--- config.mk ---
export PLATFORM = sky130hd
export DESIGN_NAME = seq_gen_lfsr
export DESIGN_NICKNAME = d
export VERILOG_FILES = /design/src/rtl/seq_gen_lfsr.sv
export SDC_FILE = /design/constraint.sdc
export NUM_CORES = 1
export LEC_CHECK = 0
export BUFFER_PORTS_ARGS = -buffer_cell sky130_fd_sc_hd__buf_2
export CAP_MARGIN = 20
export CELL_PAD_IN_SITES_DETAIL_PLACEMENT = 1
export CELL_PAD_IN_SITES_GLOBAL_PLACEMENT = 2
export CORE_ASPECT_RATIO = 1.5
export CORE_MARGIN = 2
export CORE_UTILIZATION = 39
export CTS_CLUSTER_SIZE = 25
export DETAILED_ROUTE_END_ITERATION = 8
export PLACE_DENSITY = 0.86
export SLEW_MARGIN = 0
export SYNTH_ARGS = -nofsm -noshare
export SYNTH_HDL_FRONTEND = slang
export SYNTH_SLANG_ARGS = --single-unit
--- constraint.sdc ---
create_clock -name clock -period 2.4 [get_ports clock]
set_clock_uncertainty 0.1 [all_clocks]
set_input_delay 0.24 -clock clock [delete_from_list [all_inputs] [get_ports clock]]
set_output_delay 0.24 -clock clock [all_outputs]
set_load 0.03 [all_outputs]
--- src/rtl/seq_gen_lfsr.sv ---
// ============================================================================
// seq_gen_lfsr : fills a table with LFSR-derived colour indices, reads one-hot
// Revision 1.0 : initial release
// ============================================================================
`default_nettype none

module seq_gen_lfsr #(
   parameter int N_CORES = 4,
   parameter int ADDR_W  = 4
) (
   input  logic                clock,
   input  logic                reset,
   input  logic                inicio,
   input  logic [15:0]         semente,
   input  logic                fixo,
   input  logic                ler,
   input  logic [ADDR_W-1:0]   endereco,
   output logic [N_CORES-1:0]  saida,
   output logic                valido,
   output logic                ocupado,
   output logic                pronto
);

   localparam int CW    = $clog2(N_CORES);
   localparam int DEPTH = 1 << ADDR_W;

   localparam logic [15:0] c_seed_dflt = 16'hACE1;
   localparam logic [15:0] c_taps      = 16'hB400;

   localparam logic [1:0] c_idle  = 2'd0;
   localparam logic [1:0] c_fill  = 2'd1;
   localparam logic [1:0] c_ready = 2'd2;

   logic [1:0]          r_state;
   logic [15:0]         r_lfsr;
   logic [ADDR_W-1:0]   r_idx;
   logic [CW-1:0]       r_mem [DEPTH];
   logic [N_CORES-1:0]  r_saida;
   logic                r_valido;

   logic [15:0]         w_seed_load;
   logic [15:0]         w_lfsr_next;
   logic                w_fill_last;
   logic                w_wr_en;
   logic                w_rd_ok;
   logic [N_CORES-1:0]  w_onehot;

   // A zero seed would lock the LFSR, so it falls back to the default seed.
   assign w_seed_load = (fixo || (semente == 16'h0000)) ? c_seed_dflt : semente;
   assign w_lfsr_next = {1'b0, r_lfsr[15:1]} ^ (r_lfsr[0] ? c_taps : 16'h0000);
   assign w_fill_last = (r_idx == ADDR_W'(DEPTH - 1));
   assign w_wr_en     = !reset && !inicio && (r_state == c_fill);
   assign w_rd_ok     = ler && !inicio && (r_state == c_ready);
   assign w_onehot    = {{(N_CORES-1){1'b0}}, 1'b1} << r_mem[endereco];

   always_ff @(posedge clock) begin
      if (reset) begin
         r_state <= c_idle;
         r_lfsr  <= c_seed_dflt;
         r_idx   <= '0;
      end else if (inicio) begin
         r_state <= c_fill;
         r_lfsr  <= w_seed_load;
         r_idx   <= '0;
      end else begin
         case (r_state)
            c_fill: begin
               r_lfsr <= w_lfsr_next;
               r_idx  <= r_idx + 1'b1;
               if (w_fill_last) begin
                  r_state <= c_ready;
               end
            end
            c_idle, c_ready: begin
               r_state <= r_state;
            end
            default: begin
               r_state <= c_idle;
            end
         endcase
      end
   end

   // Table keeps only the colour index; contents are deliberately not reset.
   always_ff @(posedge clock) begin
      if (w_wr_en) begin
         r_mem[r_idx] <= r_lfsr[CW-1:0];
      end
   end

   always_ff @(posedge clock) begin
      if (reset) begin
         r_saida  <= '0;
         r_valido <= 1'b0;
      end else begin
         r_valido <= w_rd_ok;
         if (w_rd_ok) begin
            r_saida <= w_onehot;
         end
      end
   end

   assign saida   = r_saida;
   assign valido  = r_valido;
   assign ocupado = (r_state == c_fill);
   assign pronto  = (r_state == c_ready);

endmodule

`default_nettype wire

==> metrics <==
via count=roughly 1800; Rows=36; via-per-instance ratio=about 5.4; grt total ovfl=0; final hold vios=0; CP required=about 2.5 ns; hold buffers post-CTS=0; CTS max path bufs=2; Area growth, synth to finish=15.7%; sequential element share of the synthesized area=0.567; Cells after Synth=218; YS warnings=0; Synth area leader=edfxtp_1; Setup crit start kind=flop; worst-margin pin slew=between 0.5 and 0.6 ns; GPL Wtd Cong=0.812; crit path kind=reg2reg; synthesis-stage register bit count=59; post-CTS sizing=0; Leakage=1.11 nW; ys async rst share=0; f_max=roughly 530 MHz; Commonest cells post-synth=nor2_1, edfxtp_1, dfxtp_1; pin count of the biggest net entering global routing=24; Most used DFF post-synth=edfxtp_1; drt wl/cell=16.8 um; top post-synthesis cells by area=edfxtp_1, dfxtp_1, mux2i_1; Chip Height=105 um; setup violators final=0; Core ar.=6530 sq um; Post-synth EDFFs=32; Worst path slowest cell=nor2b_2; final WL=5.56 mm; crit-path max FO=20; share of cells above drive strength 1=0.259; TNS Setup=0 ns; via count of the first global-routing pass=1930; Hold/Removal Path Class=in2reg; Max H-tree Level=3; most frequent cell after synthesis=nor2_1; Avg Inst Size Synth=12.1 sq um; WP data arrival=2.01 ns; # Max-Cap Violations=0; status=complete, no violations; Initial DRC Count=55; Port Buffers=31; Die Area=7470 sq um; net count after synthesis=247; CP endpoint kind=flop; Num CTS Buffers=9; pwr/cell area=711 nW/um^2; hold_sp=semente[4]; RSZ-0062 raised after global routing=no; DRC=0; CTS tree=built; clk root buf=clkbuf_8; Worst-Skew Late Latency=0.33 ns; post-route ant nets=0; Mapped Area=2650 sq um; # diodes=0; all-layer global routing usage=0.165; slowest stage delay, CP=0.38 ns; Die Width=71.3 um; fin. max-slew vios=0; Initial Utilization=0.405; RR Startpoint=r_state[0]$_SDFFE_PP0P_; # nets final=279; Setup Buffers After CTS=0; Num Clock Sinks=just under 60; slew margin rel.=0.623; crit path launch=r_state[0]$_SDFFE_PP0P_; first-pass GRT wire length=about 9.4 mm; Post-DP HPWL=4.04 mm; clock transition at the registers of the reported paths=0.07 ns; Synth cell types=37; Tmin final=1.89 ns; fin area=3060 sq um; drt pass-1 iters=4; Top-Level Pins=32; critical path cell sequence=nor2b_2 -> buf_4 -> mux2_2 -> o22ai_1 -> nand2b_1; VDD IR max=347 uV; initial antenna violation count=0; period utilisation layout=0.787; total power draw=~2.2 mW; DP Area=2860 sq um; top-area cell type share of the netlist area=0.363
[worst max-delay path: cells and delay by family, from the launching register on]
kind | cells | cell delay [ns]
and+or+nand+nor | 2 | 0.45
muxes | 1 | 0.37
buffers and inverters | 1 | 0.36
DFF | 1 | 0.34
AOI/OAI and AO/OA | 1 | 0.15
[placed cells by master (no fill, tap or decap), types with 2 or more instances in the layout]
| cell | netlist | routed |
|---|---|---|
| xor2_1 | 4 | 4 |
| nor2_1 | 35 | 35 |
| or4_4 | 2 | 2 |
| buf_4 | 1 | 2 |
| nand3_1 | 7 | 7 |
| mux2_2 | 6 | 6 |
| a22o_1 | 2 | 2 |
| o21ai_1 | 2 | 2 |
| nor3_1 | 6 | 6 |
| mux2i_1 | 15 | 15 |
| dfxtp_1 | 27 | 27 |
| or3_1 | 2 | 2 |
| xnor2_1 | 2 | 2 |
| inv_1 | 3 | 3 |
| buf_2 | 4 | 31 |
| clkbuf_8 | 0 | 9 |
| nor2b_1 | 3 | 2 |
| or4_1 | 2 | 2 |
| edfxtp_1 | 32 | 32 |
| nand3b_1 | 3 | 3 |
| mux4_2 | 6 | 6 |
| nand4_1 | 2 | 2 |
| a2bb2oi_1 | 7 | 7 |
| ha_1 | 4 | 4 |
| nand2_1 | 3 | 3 |
| clkinv_4 | 0 | 3 |
| o2bb2ai_1 | 2 | 2 |
| o22ai_1 | 7 | 7 |
| nand2b_1 | 8 | 8 |
| a21oi_1 | 7 | 7 |
[state kept, by name, summed over array words and instances (netlist names)]
name and count:
r_mem 32, r_idx 4, saida 4, r_lfsr 16
r_state 2, valido 1
[cell families after synthesis]
family                     Yosys count  synth area share
DFF                                 59             0.567
adders and majority gates            4            0.0189
muxes                               27             0.133
xor gates and xnor gates             6            0.0199
AOI/OAI and AO/OA                   32            0.0936
buffers and inverters               15            0.0246
and+or+nand+nor                     75             0.142
[path summary, 6_finish.rpt]
path | end | slack (ns) | cells past startpoint
setup / recovery | r_lfsr[6]$_SDFFE_PP1P_ | 0.51 | 5
hold / removal | r_lfsr[4]$_SDFFE_PP0P_ | 0.06 | 3
setup reg to reg | r_lfsr[6]$_SDFFE_PP1P_ | 0.51 | 5
hold reg to reg | saida[1]$_SDFFE_PP0P_ | 0.36 | 1
[final cells by class]
type | count | area, sq um
repair buffers | 33 | 170
inverters | 3 | 11.3
fillers | 715 | 3470
well taps | 76 | 95.1
flip-flops and latches | 59 | 1500
clock inverters | 7 | 76.3
multi-input cells | 144 | 1080
clock buffers | 9 | 124
[per-layer routing]
metal	global-route usage	part of all wire
met4	0.0741	0.013
met1	0.172	0.39
met3	0.0424	0.034
met5	0	0
met2	0.301	0.56
[metrics by stage]
stage                     hold slack [ns]  cells  worst slack, ns  utilization
after global routing               0.0460    331            0.321        0.469
after detailed placement            0.345    315            0.455        0.438
final                              0.0552    331            0.512        0.469
after floorplan                     0.279    218            0.585            -
after global placement              0.344    315            0.459        0.438
after CTS                          0.0419    331            0.483        0.469
[report_power, final]
part           total [mW]  internal (mW)  switching [mW]
registers            1.10           1.08          0.0151
logic               0.177         0.0831          0.0938
clock network       0.903          0.486           0.417
total                2.18           1.65           0.526
(Power assumes the default switching activity.)
